<file path="src/rtl/regfile_wb_sequencer.sv">
// Serialises Y86-64 write-back (dstE/valE, dstM/valM) onto the single register-file write port,
// with a per-register pending-write scoreboard for decode hazards. Optional macro: WB_FORWARD_EN.
module regfile_wb_sequencer #(
  parameter int NREGS  = 15,
  parameter int ADDR_W = 4,
  parameter int DATA_W = 64,
  parameter int QDEPTH = 4
) (
  input  logic              clk,
  input  logic              rst,
  input  logic              wb_valid,
  output logic              wb_ready,
  input  logic              wb_halt,
  input  logic [ADDR_W-1:0] wb_dstE,
  input  logic [DATA_W-1:0] wb_valE,
  input  logic [ADDR_W-1:0] wb_dstM,
  input  logic [DATA_W-1:0] wb_valM,
  output logic              rf_we,
  output logic [ADDR_W-1:0] rf_waddr,
  output logic [DATA_W-1:0] rf_wdata,
  input  logic [ADDR_W-1:0] rd_srcA,
  input  logic [ADDR_W-1:0] rd_srcB,
  output logic              hazA,
  output logic              hazB,
`ifdef WB_FORWARD_EN
  output logic              fwdA_valid,
  output logic [DATA_W-1:0] fwdA_data,
  output logic              fwdB_valid,
  output logic [DATA_W-1:0] fwdB_data,
`endif
  output logic              halted,
  output logic [1:0]        dbg_state
);
  localparam int PW = (QDEPTH > 1) ? $clog2(QDEPTH) : 1;
  localparam int CW = $clog2(QDEPTH + 1);
  localparam logic [ADDR_W-1:0] NONE = {ADDR_W{1'b1}};

  typedef enum logic [1:0] {S_RUN = 2'd0, S_DRAIN = 2'd1, S_HALT = 2'd2} state_t;

  state_t            state_q, state_d;
  logic [CW-1:0]     count_q, count_d;
  logic [PW-1:0]     rd_ptr_q, rd_ptr_d, wr_ptr_q, wr_ptr_d, e_slot, m_slot;
  logic [ADDR_W-1:0] q_addr_q [QDEPTH];
  logic [DATA_W-1:0] q_data_q [QDEPTH];
  logic [CW-1:0]     cnt_q [NREGS];
  logic [CW-1:0]     cnt_d [NREGS];
  logic              rf_we_q;
  logic [ADDR_W-1:0] rf_waddr_q;
  logic [DATA_W-1:0] rf_wdata_q;
  logic              accept, push_e, push_m, deq, baseA, baseB;

  function automatic logic [PW-1:0] ptr_inc(input logic [PW-1:0] p);
    return (p == PW'(QDEPTH - 1)) ? '0 : p + 1'b1;
  endfunction

  function automatic logic src_pending(input logic [ADDR_W-1:0] s, input logic [CW-1:0] c);
    return (s != NONE) && (int'(s) < NREGS) && (c != '0);
  endfunction

  // Ready depends only on registered state so there is no valid->ready path.
  // Valid/ready: a request transfers on a rising edge where wb_valid && wb_ready.
  assign wb_ready  = (state_q == S_RUN) && (int'(count_q) <= QDEPTH - 2);
  assign rf_we     = rf_we_q;
  assign rf_waddr  = rf_waddr_q;
  assign rf_wdata  = rf_wdata_q;
  assign halted    = (state_q == S_HALT);
  assign dbg_state = state_q;
  assign baseA     = src_pending(rd_srcA, cnt_q[rd_srcA]);
  assign baseB     = src_pending(rd_srcB, cnt_q[rd_srcB]);

  always_comb begin
    accept   = wb_valid && wb_ready;
    push_e   = accept && !wb_halt && (wb_dstE != NONE);
    push_m   = accept && !wb_halt && (wb_dstM != NONE);
    deq      = (count_q != '0);
    e_slot   = wr_ptr_q;
    m_slot   = push_e ? ptr_inc(wr_ptr_q) : wr_ptr_q;
    wr_ptr_d = wr_ptr_q;
    if (push_e) wr_ptr_d = ptr_inc(wr_ptr_d);
    if (push_m) wr_ptr_d = ptr_inc(wr_ptr_d);
    rd_ptr_d = deq ? ptr_inc(rd_ptr_q) : rd_ptr_q;
    count_d  = count_q + CW'(push_e) + CW'(push_m) - CW'(deq);
    for (int r = 0; r < NREGS; r++) begin
      cnt_d[r] = cnt_q[r];
      if (push_e && wb_dstE == ADDR_W'(r)) cnt_d[r] = cnt_d[r] + CW'(1);
      if (push_m && wb_dstM == ADDR_W'(r)) cnt_d[r] = cnt_d[r] + CW'(1);
      if (deq && q_addr_q[rd_ptr_q] == ADDR_W'(r)) cnt_d[r] = cnt_d[r] - CW'(1);
    end
    state_d = state_q;
    case (state_q)
      S_RUN:   if (accept && wb_halt) state_d = S_DRAIN;
      S_DRAIN: if (count_d == '0) state_d = S_HALT;
      default: state_d = S_HALT;
    endcase
  end

  always_ff @(posedge clk) begin
    if (rst) begin
      state_q    <= S_RUN;
      count_q    <= '0;
      rd_ptr_q   <= '0;
      wr_ptr_q   <= '0;
      rf_we_q    <= 1'b0;
      rf_waddr_q <= NONE;
      rf_wdata_q <= '0;
      for (int r = 0; r < NREGS; r++) cnt_q[r] <= '0;
    end else begin
      state_q  <= state_d;
      count_q  <= count_d;
      rd_ptr_q <= rd_ptr_d;
      wr_ptr_q <= wr_ptr_d;
      cnt_q    <= cnt_d;
      rf_we_q  <= deq;
      if (deq) begin
        rf_waddr_q <= q_addr_q[rd_ptr_q];
        rf_wdata_q <= q_data_q[rd_ptr_q];
      end
      // E lands before M so that valM is the surviving value when both target one register.
      if (push_e) begin
        q_addr_q[e_slot] <= wb_dstE;
        q_data_q[e_slot] <= wb_valE;
      end
      if (push_m) begin
        q_addr_q[m_slot] <= wb_dstM;
        q_data_q[m_slot] <= wb_valM;
      end
    end
  end

`ifdef WB_FORWARD_EN
  logic [PW-1:0] fwd_slot;
  always_comb begin
    fwdA_valid = 1'b0;
    fwdA_data  = '0;
    fwdB_valid = 1'b0;
    fwdB_data  = '0;
    fwd_slot   = rd_ptr_q;
    // Oldest to youngest, so the last match (youngest entry) wins.
    for (int i = 0; i < QDEPTH; i++) begin
      if (i < int'(count_q)) begin
        if (rd_srcA != NONE && q_addr_q[fwd_slot] == rd_srcA) begin
          fwdA_valid = 1'b1;
          fwdA_data  = q_data_q[fwd_slot];
        end
        if (rd_srcB != NONE && q_addr_q[fwd_slot] == rd_srcB) begin
          fwdB_valid = 1'b1;
          fwdB_data  = q_data_q[fwd_slot];
        end
      end
      fwd_slot = ptr_inc(fwd_slot);
    end
  end
  assign hazA = baseA && !fwdA_valid;
  assign hazB = baseB && !fwdB_valid;
`else
  assign hazA = baseA;
  assign hazB = baseB;
`endif
endmodule

</file>
<file path="config.mk">
export PLATFORM = sky130hd
export DESIGN_NAME = regfile_wb_sequencer
export DESIGN_NICKNAME = d
export VERILOG_FILES = /design/src/rtl/regfile_wb_sequencer.sv
export SDC_FILE = /design/constraint.sdc
export NUM_CORES = 1
export LEC_CHECK = 0
export ABC_AREA = 1
export ABC_CLOCK_PERIOD_IN_PS = 4800
export CAP_MARGIN = 30
export CORE_ASPECT_RATIO = 2
export CORE_MARGIN = 3
export CORE_UTILIZATION = 59
export CTS_BUF_LIST = sky130_fd_sc_hd__clkbuf_8
export CTS_CLUSTER_SIZE = 20
export DETAILED_ROUTE_END_ITERATION = 6
export HOLD_SLACK_MARGIN = 0.15
export PLACE_DENSITY = 0.85
export SKIP_LAST_GASP = 1
export SLEW_MARGIN = 25
export SYNTH_ARGS = -nofsm -noshare
export SYNTH_HDL_FRONTEND = slang
export SYNTH_SLANG_ARGS = --single-unit
</file>
<file path="constraint.sdc">
create_clock -name clk -period 4.8 [get_ports clk]
set_input_delay 0.72 -clock clk [delete_from_list [all_inputs] [get_ports clk]]
set_output_delay 0.72 -clock clk [all_outputs]
set_load 0.01 [all_outputs]
</file>
; Word level (Yosys, flattened, before mapping)
; Memory sizes are Yosys's and may differ from the RTL's. A register that Yosys moved wholly into a read port is not among the register bits.
; Cells that the tools add are included.
[totals]
regBits = 59
ram_bits = 272
inputBits = 148
output_inout_bits = 75
elab_cells = 266
mem_count = 2
[mem_list]
columns = memory, words, width, read_ports, rd_clocked_by_memory_dff, wr, line
row1 = q_data_q, 4, 64, 1, 1, 2, 44  ; logic [DATA_W-1:0] q_data_q [QDEPTH];
row2 = q_addr_q, 4, 4, 1, 1, 2, 43  ; logic [ADDR_W-1:0] q_addr_q [QDEPTH];
[classes]
addsub = 51
order_cmp = 5
n_eq_ne = 53
muxes = 67
bitwise_logic = 2
n_reduce_logical = 65
[op_table]
columns = cell, n
row1 = two-way mux 3 bit, 49
row2 = adder 3 x 1 -> 3 bit (second input constant), 30
row3 = == test 4 bit (second input constant), 21
row4 = logical AND 1 bit, 55
row5 = == test 4 x 3 -> 1 bit (second input constant), 12
row6 = subtractor 3 x 1 -> 3 bit (second input constant), 15
row7 = binary-select mux 3 bit (select 4 bit), 2
row8 = == test 4 x 2 -> 1 bit (second input constant), 6
row9 = two-way mux 2 bit, 9
row10 = != test 4 bit (second input constant), 4
row11 = == test 4 x 1 -> 1 bit (second input constant), 3
row12 = logical NOT 4 bit, 3
row13 = greater-or-equal comparator 5 bit (second input constant), 2
row14 = inverter 4 -> 5 bit, 2
row15 = nonzero test 3 bit, 3
row16 = == test 2 bit (second input constant), 4
row17 = less-than comparator 4 bit (second input constant), 2
row18 = adder 2 x 1 -> 2 bit (second input constant), 3
row19 = adder 3 x 1 -> 3 bit, 2
row20 = two-way mux 1 bit, 6
row21 = one-hot mux 2 bit (2 select lines), 1
row22 = less-or-equal comparator 3 x 2 -> 1 bit (second input constant), 1
row23 = logical NOT 3 bit, 1
row24 = subtractor 3 x 1 -> 3 bit, 1
row25 = 6 further kinds, 6

; Longest topological paths before layout
[logic_depth]
ltp_word = 11
depth_mapped = 22

; Worst setup path before layout
; Ideal clock, no wire load.
[synth_path]
path_kind = input port to flip-flop
from = input port wb_dstE[3]
to = memory q_addr_q[2][0] (enable)
setup_time_ps = 716
arrival_time_ps = 3658
required_time_ps = 4084
slack_ps = 426
cell_stages = 14
n_path_buf = 4
cell_sequence = buf_2 > nand2_1 > nor2_1 > inv_1 > buf_2 > nand2_1 > or2_2 > o21ai_1 > inv_1 > ha_1 > nand2_1 > buf_2 > clkbuf_2 > nand2_1
[synth_lines]
columns = element, line
row1 = from (decl), 14  ; input logic [ADDR_W-1:0] wb_dstE,
row2 = to (decl), 43

==> flow_summary.ini <==
[critical_path]
critical_path.most_common_cell = o21ai_0
required_ps = 5110
cp-end-kind = flop
crit_path_start_kind = primary input
slowest_delay_ps = 740
crit_fanout = 76
crit_chain = clkdlybuf4s50_1 -> nand2_1 -> nor2_1 -> nor2_2 -> o21ai_0 -> o21ai_0 -> ha_1 -> nand2_4 -> buf_4 -> buf_4 -> o21ai_0
crit_type = in -> reg
cp_slowest_cell = buf_4
critPathArrivalTime_ps = 4270

[clock_tree]
cts_hold_buf = 0
cts_tree = done
cts_root_buffer = clkbuf_8
cts_max_path_buffers = 3
post_cts_buffers = 0
clk_latency_ps = 610
path_clk_slew_ps = 70
numCtsBuffers = 55
post_cts_resized = 0
h-tree-depth = 2
cts_sinks = 397

[placement]
placedCellCount = 3219
port_buffers = 222
placed_cell_area_um2 = 23900
hpwlAfterDp_mm = 42.5
routabilityCongestion = 0.984

[synth]
yosys-top-cells-area = edfxtp_1 (38%), dfxtp_1 (12%), nand2_1 (11%)
synth.most_common_cell = nand2_1
synth_edf_count = 272
syn_avg_cell_area_um2 = 8.06
syn-cell-area_um2 = 21500
synth_top_area_share_pct = 38.0
synth.distinct_cells = 46
yosysSeqAreaShare_pct = 49.7
ys_ff_latch = 397
synthCells = 2667
syn_nets = 2873
synthArstFlopShare_pct = 0
synth_common_cells = nand2_1 (606), o21ai_0 (369), inv_1 (302)
synthFlopType = edfxtp_1
yosys.area.top_type = edfxtp_1
yosys_warnings = 0

[global_routing]
grt_util_all_layers_pct = 32.5
grt_pass1_wl_mm = 99.8
overflow = 0
antenna_found_initial = 5
grt_start_max_net_pins = 137
grt_pass1_vias = 19800

[min_path]
min_path_type = reg -> reg

[cells_and_area]
drive_above_1_share_pct = 4.94
multi_input_area_um2 = 9000
area_growth_syn_to_layout_pct = 16.5
fin_area_um2 = 25000
nets = 3033
postLayoutCoreUtil_pct = 69.9
seqCellArea_um2 = 10700
nFillCells = 2830
stdcell_count = 3327

[route]
viasPerCell = 5.93
wire_per_inst_um = 19.5
ant_nets = 0
drt_pre_antenna_iters = 6
wirelength_mm = 64.7
vias = 19700
drc_errors = 0
drtIter0Drc = 1759

[power]
power.internal_w = 0.00747
p_sw_share_pct = 39.2
combPwrFrac_pct = 39.4
p_seq_share_pct = 38.9
p_switching_w = 0.00482
power_leakage_nw = 11.0
ir_drop_mv = 0.348
clkPwrFrac_pct = 21.7
power_density_nw_per_um2 = 491
report.power.total_w = 0.0123

[floorplanning]
fp.dieW_um = 141
die_h_um = 276
dieArea_um2 = 38900
initial_utilization_pct = 60.0
core_um2 = 35800
num_rows = 98
ios = 223

[timing]
min_period_ps = 3960
timing.final.crit_share_pct = 82.5
worst_slew_pin_slew_ps = 999
finalSetupViolCount = 0
rsz0062_at_grt = false
setup_tns_ps = 0
slew_viol_final = 0
maxSlewHeadroom_pct = 33.4
hold_viol = 0
clock_skew_ps = 21.6
fmax_mhz = 252

[run]
cap_viol_max_count = 0

[outcome]
outcome = complete, no violations
power groups by stage:
| stage | sequential, W | clock, W | combinational, W |
|---|---|---|---|
| global route | 0.00483 | 0.00283 | 0.00531 |
| finish | 0.00478 | 0.00267 | 0.00484 |
| detailed placement | 0.00483 | 0 | 0.00474 |
| floorplan | 0.00478 | 0 | 0.00279 |
| CTS | 0.00477 | 0.00268 | 0.00478 |
| global placement | 0.00480 | 0 | 0.00456 |
state kept, by name (all words and copies together), names as in the netlist, named ones only:
name,flops
e_slot,2
rf_wdata,64
rf_waddr,4
rd_ptr_q,2
count_q,3
rf_we,1
q_addr_q,16
cnt_q,45
dbg_state,2
q_data_q,256
path summary, 6_finish.rpt:
check | startpoint | endpoint | slack (ps) | cells after the start
worst max-delay path | wb_dstE[3] | q_data_q[0][30] | 840 | 11
worst max register to register | count_q[1] | q_data_q[0][30] | 980 | 12
worst min-delay path | rf_waddr[2] | rf_waddr[2] | 490 | 2
worst min register to register | rf_waddr[2] | rf_waddr[2] | 490 | 2
per-layer routing:
layer,wire length (um),GRT usage (%),vias up
met5,0,0,-
met4,5370,26.8,0
met3,4320,4.54,256
met2,34000,58.7,974
met1,21100,32.7,9230
li1,-,-,9256
stage by stage:
step           setup WS, ps  hold WS [ps]
6_report                839           495
5_1_grt                 588           510
4_1_cts                 931           490
3_5_place_dp            324           473
3_3_place_gp            479           467
2_1_floorplan           426           504
cell usage in the layout, fill, tap and decap left out, types with 2 or more instances in the layout:
| cell | n |
|---|---|
| inv_1 | 317 |
| a21boi_0 | 3 |
| buf_12 | 7 |
| clkdlybuf4s50_1 | 222 |
| and2_1 | 6 |
| clkinv_2 | 13 |
| o21bai_1 | 68 |
| clkinv_1 | 5 |
| clkbuf_8 | 66 |
| diode_2 | 4 |
| xor2_1 | 4 |
| a31oi_1 | 4 |
| nand2_1 | 597 |
| inv_2 | 5 |
| fa_1 | 2 |
| o211ai_1 | 12 |
| nand3_1 | 151 |
| nor2_4 | 2 |
| buf_4 | 18 |
| nand2_2 | 2 |
| ha_1 | 56 |
| o311ai_0 | 2 |
| bufinv_16 | 2 |
| nand2_4 | 9 |
| o21ai_1 | 136 |
| nor3_1 | 12 |
| dfxtp_1 | 123 |
| nand3b_1 | 5 |
| a21oi_1 | 17 |
| xnor2_1 | 8 |
| edfxtp_1 | 272 |
| o21ai_0 | 369 |
| nand4_1 | 7 |
| o21a_1 | 9 |
| nor2_2 | 11 |
| nor2_1 | 253 |
| o22ai_1 | 64 |
worst max-delay path, delay by kind of cell:
family / cells / cell delay [ps]
buf+inv: 3 / 1970
simple gates: 4 / 670
compound gates: 3 / 510
fa+ha+maj: 1 / 320
layout make-up:
class                   count  area share, %
diodes                      4         0.0400
flip-flops and latches    397           42.7
multi-input cells        1819           36.0
repair buffers            247           9.98
clock buffers              66           3.63
inverters                 307           4.61
well taps                 450           2.25
clock inverters            37          0.855
cells by family (layout without fill, tap and decap cells):
group | count (synthesis) | after routing | synth area share [%]
AND/OR/NAND/NOR | 1059 | 1059 | 20.0
AO/OA/AOI/OAI | 689 | 689 | 17.6
buffers and inverters | 451 | 657 | 8.72
flip-flops | 397 | 397 | 49.7
adder cells (fa/ha/maj) | 58 | 58 | 3.45
XOR/XNOR | 12 | 12 | 0.489
multiplexers | 1 | 1 | 0.0466
other | 0 | 4 | 0
No activity file was read; power rests on OpenSTA's default activity.
